## config.mk

```make
export PLATFORM = sky130hd
export DESIGN_NAME = featuremap_layer_sched
export DESIGN_NICKNAME = d
export VERILOG_FILES = /design/src/rtl/featuremap_layer_sched.sv
export SDC_FILE = /design/constraint.sdc
export NUM_CORES = 1
export LEC_CHECK = 0
export BUFFER_PORTS_ARGS = -buffer_cell sky130_fd_sc_hd__buf_4
export CAP_MARGIN = 10
export CORE_UTILIZATION = 57
export CTS_CLUSTER_DIAMETER = 50
export DETAILED_ROUTE_END_ITERATION = 10
export PLACE_DENSITY = 0.87
export SLEW_MARGIN = 20
export SYNTH_ARGS = -nofsm -noshare
export SYNTH_HDL_FRONTEND = slang
export SYNTH_SLANG_ARGS = --single-unit
```

## constraint.sdc

```tcl
create_clock -name clk -period 9 [get_ports clk]
set_input_delay 1.8 -clock clk [delete_from_list [all_inputs] [get_ports clk]]
set_output_delay 1.8 -clock clk [all_outputs]
set_load 0.005 [all_outputs]
```

## src/rtl/featuremap_layer_sched.sv

```systemverilog
// Feature-map layer sequencer: streams a stored WIDTHxWIDTH RGB image with a one-pixel zero border
// into the shared filter FIFO write port, then waits until every filter has produced WIDTH*WIDTH results.
module featuremap_layer_sched #(
    parameter int DATA_WIDTH  = 32,
    parameter int WIDTH       = 32,
    parameter int ADDR_WIDTH  = 10,
    parameter int NUM_FILTERS = 16,
    parameter int CNT_WIDTH   = 11
) (
    input  logic                    clk,
    input  logic                    rst,
    input  logic                    start,
    output logic                    img_rd_en,
    output logic [ADDR_WIDTH-1:0]   img_rd_addr,
    input  logic [DATA_WIDTH*3-1:0] img_rd_data,
    input  logic                    fifo_full,
    output logic [DATA_WIDTH*3-1:0] data_out,
    output logic                    data_fifo_wren,
    input  logic [NUM_FILTERS-1:0]  fm_valid,
    output logic                    busy,
    output logic                    done,
    output logic                    err
);

    localparam int POS_WIDTH = $clog2(WIDTH + 2);
    localparam logic [POS_WIDTH-1:0] POS_LAST = POS_WIDTH'(WIDTH + 1);
    localparam logic [CNT_WIDTH-1:0] CNT_FULL = CNT_WIDTH'(WIDTH * WIDTH);

    typedef enum logic [1:0] {
        ST_IDLE,
        ST_FEED,
        ST_DRAIN,
        ST_DONE
    } state_t;

    state_t                  state_q;
    logic [POS_WIDTH-1:0]    r_q, c_q;
    logic                    rd_en_q;
    logic [ADDR_WIDTH-1:0]   rd_addr_q;
    logic                    wr_q;
    logic                    wr_border_q;
    logic                    busy_q;
    logic                    done_q;
    logic                    err_q;
    logic [CNT_WIDTH-1:0]    cnt_q [NUM_FILTERS];
    logic [CNT_WIDTH-1:0]    cnt_d [NUM_FILTERS];
    logic                    err_d;
    logic                    all_full_d;
    logic [POS_WIDTH-1:0]    r_d, c_d;
    logic                    interior_d;
    logic                    layer_start;

    assign layer_start = (state_q == ST_IDLE) && start;

    // Next scan position; rd_en_q doubles as the "current position is interior" flag.
    always_comb begin
        r_d = r_q;
        c_d = c_q + POS_WIDTH'(1);
        if (c_q == POS_LAST) begin
            r_d = r_q + POS_WIDTH'(1);
            c_d = '0;
        end
        interior_d = (r_d != '0) && (r_d != POS_LAST) && (c_d != '0) && (c_d != POS_LAST);
    end

    always_ff @(posedge clk or posedge rst) begin
        if (rst) begin
            state_q     <= ST_IDLE;
            r_q         <= '0;
            c_q         <= '0;
            rd_en_q     <= 1'b0;
            rd_addr_q   <= '0;
            wr_q        <= 1'b0;
            wr_border_q <= 1'b0;
            busy_q      <= 1'b0;
            done_q      <= 1'b0;
        end else begin
            wr_q   <= 1'b0;
            done_q <= 1'b0;
            case (state_q)
                ST_IDLE: begin
                    if (start) begin
                        state_q   <= ST_FEED;
                        busy_q    <= 1'b1;
                        r_q       <= '0;
                        c_q       <= '0;
                        rd_en_q   <= 1'b0;
                        rd_addr_q <= '0;
                    end
                end
                ST_FEED: begin
                    if (!fifo_full) begin
                        wr_q        <= 1'b1;
                        wr_border_q <= !rd_en_q;
                        rd_addr_q   <= rd_addr_q + ADDR_WIDTH'(rd_en_q);
                        if ((r_q == POS_LAST) && (c_q == POS_LAST)) begin
                            state_q <= ST_DRAIN;
                            rd_en_q <= 1'b0;
                        end else begin
                            r_q     <= r_d;
                            c_q     <= c_d;
                            rd_en_q <= interior_d;
                        end
                    end
                end
                ST_DRAIN: begin
                    // The last write must have left the pipeline before the layer may finish.
                    if (!wr_q && all_full_d) begin
                        state_q <= ST_DONE;
                        done_q  <= 1'b1;
                    end
                end
                ST_DONE: begin
                    state_q <= ST_IDLE;
                    busy_q  <= 1'b0;
                end
                default: state_q <= ST_IDLE;
            endcase
        end
    end

    // Completion is judged on the updated counts so done follows the final pulse by one cycle.
    always_comb begin
        cnt_d      = cnt_q;
        err_d      = 1'b0;
        all_full_d = 1'b1;
        for (int i = 0; i < NUM_FILTERS; i++) begin
            if (fm_valid[i]) begin
                if (state_q == ST_IDLE) begin
                    err_d = 1'b1;
                end else if (cnt_q[i] < CNT_FULL) begin
                    cnt_d[i] = cnt_q[i] + CNT_WIDTH'(1);
                end else begin
                    err_d = 1'b1;
                end
            end
            if (cnt_d[i] != CNT_FULL) begin
                all_full_d = 1'b0;
            end
        end
    end

    always_ff @(posedge clk or posedge rst) begin
        if (rst) begin
            err_q <= 1'b0;
            for (int i = 0; i < NUM_FILTERS; i++) begin
                cnt_q[i] <= '0;
            end
        end else if (layer_start) begin
            err_q <= 1'b0;
            for (int i = 0; i < NUM_FILTERS; i++) begin
                cnt_q[i] <= '0;
            end
        end else begin
            if (err_d) begin
                err_q <= 1'b1;
            end
            for (int i = 0; i < NUM_FILTERS; i++) begin
                cnt_q[i] <= cnt_d[i];
            end
        end
    end

    assign img_rd_en      = rd_en_q;
    assign img_rd_addr    = rd_addr_q;
    assign data_fifo_wren = wr_q;
    assign data_out       = (wr_q && !wr_border_q) ? img_rd_data : '0;
    assign busy           = busy_q;
    assign done           = done_q;
    assign err            = err_q;

endmodule

```

==> out/metrics.cfg <==
[pwr]
max-vdd-ir-drop_uv=156.1
swShare_pct=37.26
seqPwrFrac_pct=36.9
p_int_mw=2.208
power_frac_comb_pct=33.2
total_power_mw=3.519
switching_power_mw=1.311
leakage_nw=6.794
pwr-share-clk_pct=29.9
pwr_density_cell_nw_per_um2=237.0

[placement]
place.gp.congestion=0.9831
dp.final_hpwl_um=27190
place_ws_ps=3557
port_buffers=226
place_area_um2=13970

[critical_path]
crit_slowest_cell=a2111oi_0
cp_max_fo=12
r2r_end=state_q[1]$_DFFE_PP0P_
critPathLaunchType=input port
endpoint=state_q[1]$_DFFE_PP0P_
cp.required_ps=9410
arrival_ps=5380
rr_startpoint=state_q[0]$_DFFE_PP0P_
crit_chain=buf_4 > or3b_1 > nor2_1 > a31oi_1 > a2111oi_0 > nand4_1 > or4_1 > or4_4 > a21oi_2 > mux2_1
cp_num_buf_inv=1
crit_cells=10
cp-end-kind=register
criticalPathCategory=input port to register
critPathMaxStageDelay_ps=830
critical_path.top_delay_family=simple AND/OR/NAND/NOR gates
cp-startpoint=fm_valid[8]
ff2ff_setup_slack_ps=4180
worst_r2r_path_depth=12

[outcome]
run_status=complete, no violations

[sta]
relSlewSlack_pct=40.03
setup_viol=0
fin_crit_ps=4974
final.setup.tns_ps=0
worst_slack_ps=4026
worstMarginPinSlew_ps=876.9
maxSlewViolCount=0
hold_viol_final=0
period_share_pct=55.27
rsz0062_at_grt=false
holdWs_ps=520.1
finClkSkew_ps=15.32
fmax_ghz=0.2010

[final_layout]
multi_input_area_um2=6615
diodes=0
nets=1690
syn2layout_area_growth_pct=22.90
area.sequential_um2=5155
final_area_um2=14850
fillCellCount=1528
drive_gt1_share_pct=19.08

[cts]
cts_root_buffer=clkbuf_16
htree_levels=1
cts_made_buffers=24
postCtsSetupBuffers=0
cts_hold_buf=0
cts_max_path_buffers=3
cts_resized=0
cts.sinks=206
insertion_delay_ps=520
cts_tree=built
clk_pin_slew_ps=60

[floorplanning]
rows=52
initial_utilization_pct=58.95
die_area_um2=21780
die_w_um=147.6
coreArea_um2=20490
dieHeight_um=147.6
ios=227

[logic_synthesis]
syn-num-nets=1485
async_flop_share_pct=100.0
synth_edf_count=0
synth_area_um2=12080
ys_ff_latch=206
synth_largest_area_cell=dfrtp_1
ys.flop_type=dfrtp_1
syn_inst=1342
synth.avg_cell_area_um2=9.003
synthTopCellsByCount=dfrtp_1 (206), nor2_1 (176), and2_1 (136)
synth_warnings=0
synth_area_leaders=dfrtp_1 (43%), and2_1 (7.0%), xnor2_1 (7.0%)
ys_seq_area_share_pct=42.67
synth_cell_type_count=66
synthDominantCellAreaShare_pct=42.67
yosysMostFrequentCell=dfrtp_1

[grt]
use_met3_pct=9.167
grtUsageMet1_pct=46.40
grt.busiest_layer=met2
grt_pass1_vias=10460
antenna_found_initial=0
overflow=0
track_usage_pct=33.92
grt_pass1_wl_um=57240
grt_max_degree=147
use_met2_pct=51.70

[flow_run]
max_cap_viol_count=0

[min_path]
hp-class=register to register

[drt]
final_antenna_net_count=0
wl_per_cell_um=20.30
dr.first_iter.drc_count=998
wirelength_um=37190
dr.pass1.iters=5
drc=0
via_count=10950
via_per_inst=5.975

## worst min-delay path, cell delays in order, from the launching register on
cell and delay [ps]:
dfrtp_1 370, nand2_1 50, o21ai_0 60
## state kept, by name (all words and copies together), names as in the netlist, 2 cells and up
name         count
cnt_q          176
c_q              6
r_q              6
img_rd_addr     10
state_q          2
## per-layer routing
metal | vias to the layer above | routed length [um]
met2 | 486 | 16660
li1 | 5091 | -
met4 | 0 | 1410
met5 | - | 0
met3 | 86 | 3907
met1 | 5283 | 15210
## layout make-up
class / count / share of cell area, %
timing repair buffer: 233 / 11.92
multi-input combinational: 1052 / 44.55
clock buffer: 32 / 4.660
clock inverter: 9 / 1.070
inverter: 30 / 0.8090
sequential: 206 / 34.72
tap: 270 / 2.275
## layout by cell type, fill, tap and decap left out, drive strengths merged, types with 43 or more instances in the layout
master  instances
and2          136
buf           233
nand3          65
o21ai          47
xnor2          96
nand2          80
nor3           51
xor2           57
nor4           43
dfrtp         206
nor2          176
nand4          51
## cell families (layout without fill, tap and decap cells)
logic type	count (synthesis)	after routing	share of synthesized area [%]
xor gates and xnor gates	153	153	11.09
muxes	22	22	1.864
DFF	206	206	42.67
adders and majority gates	27	27	2.796
buffers and inverters	84	304	2.703
AOI/OAI and AO/OA	129	129	6.607
and+or+nand+nor	721	721	32.27
## power by group through the flow
stage                     combinational (mW)  clock, mW  sequential (mW)
after floorplan                        0.767          0             1.26
after global placement                  1.10          0             1.29
after detailed placement                1.13          0             1.30
after CTS                               1.15       1.05             1.29
after global routing                    1.28       1.09             1.32
final                                   1.17       1.05             1.30
## how the worst min path moves through the flow
stage	start	end	slack, ps	cells past startpoint
2_1_floorplan	wr_border_q$_DFFE_PP0P_	wr_border_q$_DFFE_PP0P_	450	2
3_3_place_gp	busy$_DFFE_PP0P_	busy$_DFFE_PP0P_	500	2
3_5_place_dp	busy$_DFFE_PP0P_	busy$_DFFE_PP0P_	510	2
4_1_cts	busy$_DFFE_PP0P_	busy$_DFFE_PP0P_	530	2
5_1_grt	busy$_DFFE_PP0P_	busy$_DFFE_PP0P_	570	2
6_report	busy$_DFFE_PP0P_	busy$_DFFE_PP0P_	520	2
## per-stage QoR
step | util (%) | cells
floorplan | - | 1342
global placement | 68.15 | 1790
detailed placement | 68.15 | 1790
CTS | 72.30 | 1831
global route | 72.45 | 1832
finish | 72.45 | 1832
Note: power is estimated with default switching activity, not from simulation.
